File: config.mk
export PLATFORM = sky130hd
export DESIGN_NAME = gpio_apb_arbiter
export DESIGN_NICKNAME = d
export VERILOG_FILES = /design/src/rtl/gpio_apb_arbiter.sv
export SDC_FILE = /design/constraint.sdc
export NUM_CORES = 1
export LEC_CHECK = 0
export ABC_CLOCK_PERIOD_IN_PS = 1900
export CAP_MARGIN = 20
export CORE_ASPECT_RATIO = 1.5
export CORE_UTILIZATION = 30
export CTS_CLUSTER_SIZE = 10
export DETAILED_ROUTE_END_ITERATION = 6
export GPL_ROUTABILITY_DRIVEN = 0
export PLACE_DENSITY = 0.77
export SETUP_SLACK_MARGIN = 0.2
export SYNTH_ARGS = -nofsm -noshare
export SYNTH_HDL_FRONTEND = slang
export SYNTH_SLANG_ARGS = --single-unit
File: constraint.sdc
create_clock -name pclk -period 1.9 [get_ports pclk]
set_input_delay 0.38 -clock pclk [delete_from_list [all_inputs] [get_ports pclk]]
set_output_delay 0.38 -clock pclk [all_outputs]
set_load 0.01 [all_outputs]
File: src/rtl/gpio_apb_arbiter.sv
// gpio_apb_arbiter: two-requester round-robin arbiter driving a single APB master port with wait-state timeout.
module gpio_apb_arbiter #(
    parameter int TIMEOUT = 16
) (
    input  logic        pclk,
    input  logic        preset,
    input  logic        m0_req,
    input  logic        m0_write,
    input  logic [31:0] m0_addr,
    input  logic [31:0] m0_wdata,
    output logic        m0_done,
    output logic [31:0] m0_rdata,
    output logic        m0_err,
    input  logic        m1_req,
    input  logic        m1_write,
    input  logic [31:0] m1_addr,
    input  logic [31:0] m1_wdata,
    output logic        m1_done,
    output logic [31:0] m1_rdata,
    output logic        m1_err,
    output logic [1:0]  gnt,
    output logic        psel,
    output logic        penable,
    output logic        pwrite,
    output logic [31:0] paddr,
    output logic [31:0] pwdata,
    input  logic [31:0] prdata,
    input  logic        pready
);
    localparam int CW = TIMEOUT > 0 ? $clog2(TIMEOUT + 1) : 1;
    localparam logic [CW-1:0] TLAST = CW'(TIMEOUT - 1);
    typedef enum logic [1:0] {IDLE, SETUP, ACCESS, COMPLETE} state_e;
    state_e state_q, state_d;
    logic [CW-1:0] cnt_q, cnt_d;
    logic last_q, last_d, psel_q, psel_d, penable_q, penable_d, pwrite_q, pwrite_d;
    logic [1:0] gnt_q, gnt_d, done_q, done_d, err_q, err_d;
    logic [31:0] paddr_q, paddr_d, pwdata_q, pwdata_d, rdata0_q, rdata0_d, rdata1_q, rdata1_d;
    logic win, tout;
    logic [31:0] addr_w, rd;
    always_comb begin
        state_d = state_q;
        cnt_d = cnt_q;
        last_d = last_q;
        gnt_d = gnt_q;
        psel_d = 1'b0;
        penable_d = 1'b0;
        pwrite_d = pwrite_q;
        paddr_d = paddr_q;
        pwdata_d = pwdata_q;
        done_d = 2'b00;
        err_d = 2'b00;
        rdata0_d = rdata0_q;
        rdata1_d = rdata1_q;
        win = (m0_req && m1_req) ? !last_q : m1_req;
        addr_w = win ? m1_addr : m0_addr;
        rd = pwrite_q ? 32'h0 : prdata;
        tout = (TIMEOUT != 0) && (cnt_q == TLAST);
        unique case (state_q)
            IDLE: begin
                gnt_d = 2'b00;
                if (m0_req || m1_req) begin
                    state_d = SETUP;
                    last_d = win;
                    gnt_d = win ? 2'b10 : 2'b01;
                    psel_d = 1'b1;
                    cnt_d = '0;
                    pwrite_d = win ? m1_write : m0_write;
                    paddr_d = {addr_w[31:2], 2'b00};
                    pwdata_d = win ? m1_wdata : m0_wdata;
                end
            end
            SETUP: begin
                state_d = ACCESS;
                psel_d = 1'b1;
                penable_d = 1'b1;
            end
            ACCESS: begin
                if (pready || tout) begin
                    // A timed-out transfer reports zero read data.
                    state_d = COMPLETE;
                    done_d = gnt_q;
                    err_d = gnt_q & {2{!pready}};
                    rdata0_d = gnt_q[0] ? (pready ? rd : 32'h0) : rdata0_q;
                    rdata1_d = gnt_q[1] ? (pready ? rd : 32'h0) : rdata1_q;
                end else begin
                    psel_d = 1'b1;
                    penable_d = 1'b1;
                    cnt_d = cnt_q + CW'(1);
                end
            end
            COMPLETE: begin
                state_d = IDLE;
                gnt_d = 2'b00;
            end
            default: state_d = IDLE;
        endcase
    end
    always_ff @(posedge pclk) begin
        if (preset) begin
            state_q <= IDLE;
            cnt_q <= '0;
            last_q <= 1'b1;
            gnt_q <= 2'b00;
            psel_q <= 1'b0;
            penable_q <= 1'b0;
            pwrite_q <= 1'b0;
            paddr_q <= 32'h0;
            pwdata_q <= 32'h0;
            done_q <= 2'b00;
            err_q <= 2'b00;
            rdata0_q <= 32'h0;
            rdata1_q <= 32'h0;
        end else begin
            state_q <= state_d;
            cnt_q <= cnt_d;
            last_q <= last_d;
            gnt_q <= gnt_d;
            psel_q <= psel_d;
            penable_q <= penable_d;
            pwrite_q <= pwrite_d;
            paddr_q <= paddr_d;
            pwdata_q <= pwdata_d;
            done_q <= done_d;
            err_q <= err_d;
            rdata0_q <= rdata0_d;
            rdata1_q <= rdata1_d;
        end
    end
    assign gnt = gnt_q;
    assign psel = psel_q;
    assign penable = penable_q;
    assign pwrite = pwrite_q;
    assign paddr = paddr_q;
    assign pwdata = pwdata_q;
    assign m0_done = done_q[0];
    assign m1_done = done_q[1];
    assign m0_err = err_q[0];
    assign m1_err = err_q[1];
    assign m0_rdata = rdata0_q;
    assign m1_rdata = rdata1_q;
endmodule

==> impl_metrics.ini <==
[global_route]
overflow = 0
antenna_found_initial = 0
grt_first_pass_wirelength_um = 29100
first_global_vias = 5666
grt_start_max_net_pins = 61
grt_usage_pct = 17.7

[yosys]
netlist_instances = 647
avgSynthCellArea_um2 = 9.33
netlist_area_mm2 = 0.00604
synth-seq-cells = 143
synth_warnings = 0
ys_seq_area_share_pct = 47.4
synth.distinct_cells = 41

[sta]
drv_slew = 0
rsz0062_at_grt = true
finClkSkew_ns = 0.00794
finalHoldWorstSlack_ns = 0.248
fin_crit_ns = 1.68
finalHoldViolCount = 0
fmax_ghz = 0.597
setup_viol = 0
period_share_pct = 88.2

[die]
die_w_um = 118
coreArea_mm2 = 0.0198
fp.dieH_um = 176
initial_utilization_pct = 30.5
num_rows = 63
num_io_pins = 304
dieArea_mm2 = 0.0207

[worst_setup_path]
cp_data_required_time_ns = 1.52
reg2reg_slack_ns = 0.24
cp_top_family = buffers and inverters
r2r_end = m0_rdata[11]$_SDFFE_PP0P_
r2r_start = cnt_q[0]$_SDFFE_PP0P_
cp_max_fo = 1
worstPathCellList = clkdlybuf4s50_1
path_buf_inv = 1
startpoint_type = register
cp.arrival_ns = 1.30
path_class = register to primary output
reg2reg_depth = 7
slowest_stage = clkdlybuf4s50_1
slowest_delay_ns = 0.57
crit_path_end_kind = primary output

[final_layout]
multi_input_area_mm2 = 0.00292
final_nets = 1131
syn_to_final_growth_pct = 72.2
drive_gt1_share_pct = 13.3
nFillCells = 1786
ff_latch_area_mm2 = 0.00287
n_antenna_cell = 0

[pwr]
ir_worst_vdd_v = 0.000569
p_leak_nw = 4.85
p_per_area_mw_per_mm2 = 1120
finalPower_w = 0.0116

[detailed_routing]
ant_nets = 0
dr.pass1.iters = 4
drc = 0
drt-wirelength-per-cell_um = 16.0
wl_um = 19600
drt_iter0_drc = 284
vias = 5822
vias_per_cell = 4.74

[clock_tree]
htree_levels = 4
root_buffer = clkbuf_16
insertion_delay_ns = 0.41
cts_buffers = 17
cts_tree = built
clk_pin_slew_ns = 0.06
cts-hold-fix-buffers = 0
clk_path_buf_depth = 2
clock-sinks = 143

[min_path]
worstHoldStart = preset
min_delay_path_depth = 2
hold_class = primary input to register
min_to = m1_rdata[24]$_SDFFE_PP0P_

[placement]
place_hpwl_um = 13400
io_buffers = 297

[outcome]
status = completed

[run]
maxCapViolCount = 0
-- state kept, by name, indices dropped and copies added, names as in the netlist, 2 cells and up --
register and count:
gnt 2, pwdata 32, m1_rdata 32, err_q 2
state_q 2, done_q 2, m0_rdata 32, paddr 30
cnt_q 5
-- how the worst max path moves through the flow --
stage                     slack, ns                   from                   endpoint  cells past startpoint
after global routing           0.16  cnt_q[0]$_SDFFE_PP0P_  m0_rdata[11]$_SDFFE_PP0P_                      7
final                          0.22     penable$_SDFF_PP0_                    penable                      1
after floorplan                0.15  cnt_q[0]$_SDFFE_PP0P_  m0_rdata[28]$_SDFFE_PP0P_                      7
after detailed placement      -0.11                 m0_req      cnt_q[2]$_SDFFE_PP0P_                      5
after global placement        -0.06                 m0_req      cnt_q[2]$_SDFFE_PP0P_                      5
after CTS                      0.11    pwrite$_SDFFE_PP0P_                     pwrite                      1
-- stage by stage --
step	worst slack [ns]	instance area, um2	utilization (%)	setup TNS, ns	cells
finish	0.225	10400	52.6	0	1228
global route	0.156	10400	52.6	0	1228
CTS	0.106	10100	51.1	0	1223
detailed placement	-0.111	9500	48.0	-1.41	1189
global placement	-0.0572	9500	48.0	-0.215	1189
floorplan	0.146	6050	-	0	648
-- layout make-up --
type,instances,area share (%)
clock buffer,21,4.24
clock inverter,10,1.56
inverter,5,0.181
multi-input combinational,440,28.1
sequential,143,27.6
tap,260,3.13
timing repair buffer,349,35.3
-- cells in the mapped netlist --
cell | n | area share [%]
nor2_1 | 68 | 4.2
or3_1 | 1 | 0.10
a21boi_2 | 1 | 0.19
or3b_1 | 1 | 0.15
ha_1 | 8 | 1.7
nor2b_1 | 1 | 0.10
mux2i_1 | 63 | 10
conb_1 | 1 | 0.062
a32oi_1 | 1 | 0.15
or2b_1 | 1 | 0.12
a31oi_1 | 1 | 0.10
nor3b_2 | 1 | 0.21
a21oi_1 | 67 | 5.6
o21ai_0 | 4 | 0.33
a211oi_1 | 34 | 4.2
clkbuf_1 | 34 | 2.1
nor3b_1 | 1 | 0.12
nand2b_1 | 1 | 0.10
a22oi_1 | 1 | 0.12
buf_4 | 3 | 0.37
a211oi_2 | 30 | 6.2
o21a_1 | 1 | 0.12
buf_8 | 3 | 0.75
a311oi_1 | 1 | 0.15
dfxtp_1 | 143 | 47
or2_2 | 1 | 0.10
o32ai_1 | 2 | 0.29
buf_6 | 1 | 0.19
o211a_1 | 4 | 0.66
nand2_1 | 67 | 4.2
buf_12 | 3 | 0.99
nand3b_1 | 1 | 0.12
o221ai_1 | 1 | 0.15
nand3_1 | 65 | 5.4
nor3_1 | 4 | 0.33
nand4_1 | 1 | 0.10
and3_1 | 2 | 0.21
o311a_1 | 1 | 0.17
buf_2 | 16 | 1.3
o211ai_2 | 2 | 0.41
inv_1 | 5 | 0.31
-- cell families after synthesis --
| family | Yosys count | synth area share (%) |
|---|---|---|
| buf+inv | 65 | 6.05 |
| simple gates | 216 | 15.6 |
| mux | 63 | 10.4 |
| flops | 143 | 47.4 |
| other cells | 1 | 0.0621 |
| fa+ha+maj | 8 | 1.66 |
| compound gates | 151 | 18.8 |
-- power by group --
part / leakage (nW) / switching (W) / internal, W
Combinational: 3.39 / 0.00203 / 0.00215
Clock: 0.288 / 0.00126 / 0.00219
Sequential: 1.17 / 0.000339 / 0.00362
Total: 4.85 / 0.00363 / 0.00796
-- layout by cell type, fill, tap and decap left out, types with 4 or more instances in the layout --
cell type / n
nand2_1: 67
buf_12: 12
clkbuf_1: 4
dlygate4sd2_1: 60
nand3_1: 65
bufinv_16: 4
a211oi_2: 30
o21ai_0: 4
dfxtp_1: 140
clkdlybuf4s50_1: 184
clkbuf_16: 21
a21oi_1: 67
buf_4: 33
nor3_1: 4
dlymetal6s2s_1: 52
mux2i_1: 63
nor2_1: 68
ha_1: 4
a211oi_1: 34
ha_4: 4
-- timing repair --
action / CTS / global route
setup buffers: 2 / 0
gates cloned: 1 / 5
pin swaps: 1 / 5
resized for setup: 69 / 64
endpoints found under the setup margin: 132 / 162
-- metal layers --
metal / routed length [um] / vias to the layer above / global-route usage (%) / part of all wire (%)
li1: - / 2905 / - / -
met3: 1220 / 28 / 5.16 / 6.2
met4: 439 / 0 / 6.68 / 2.2
met5: 0 / - / 0 / 0
met2: 10300 / 209 / 32.8 / 53
met1: 7640 / 2680 / 18.6 / 39
Power figures use the tool's default switching activity.
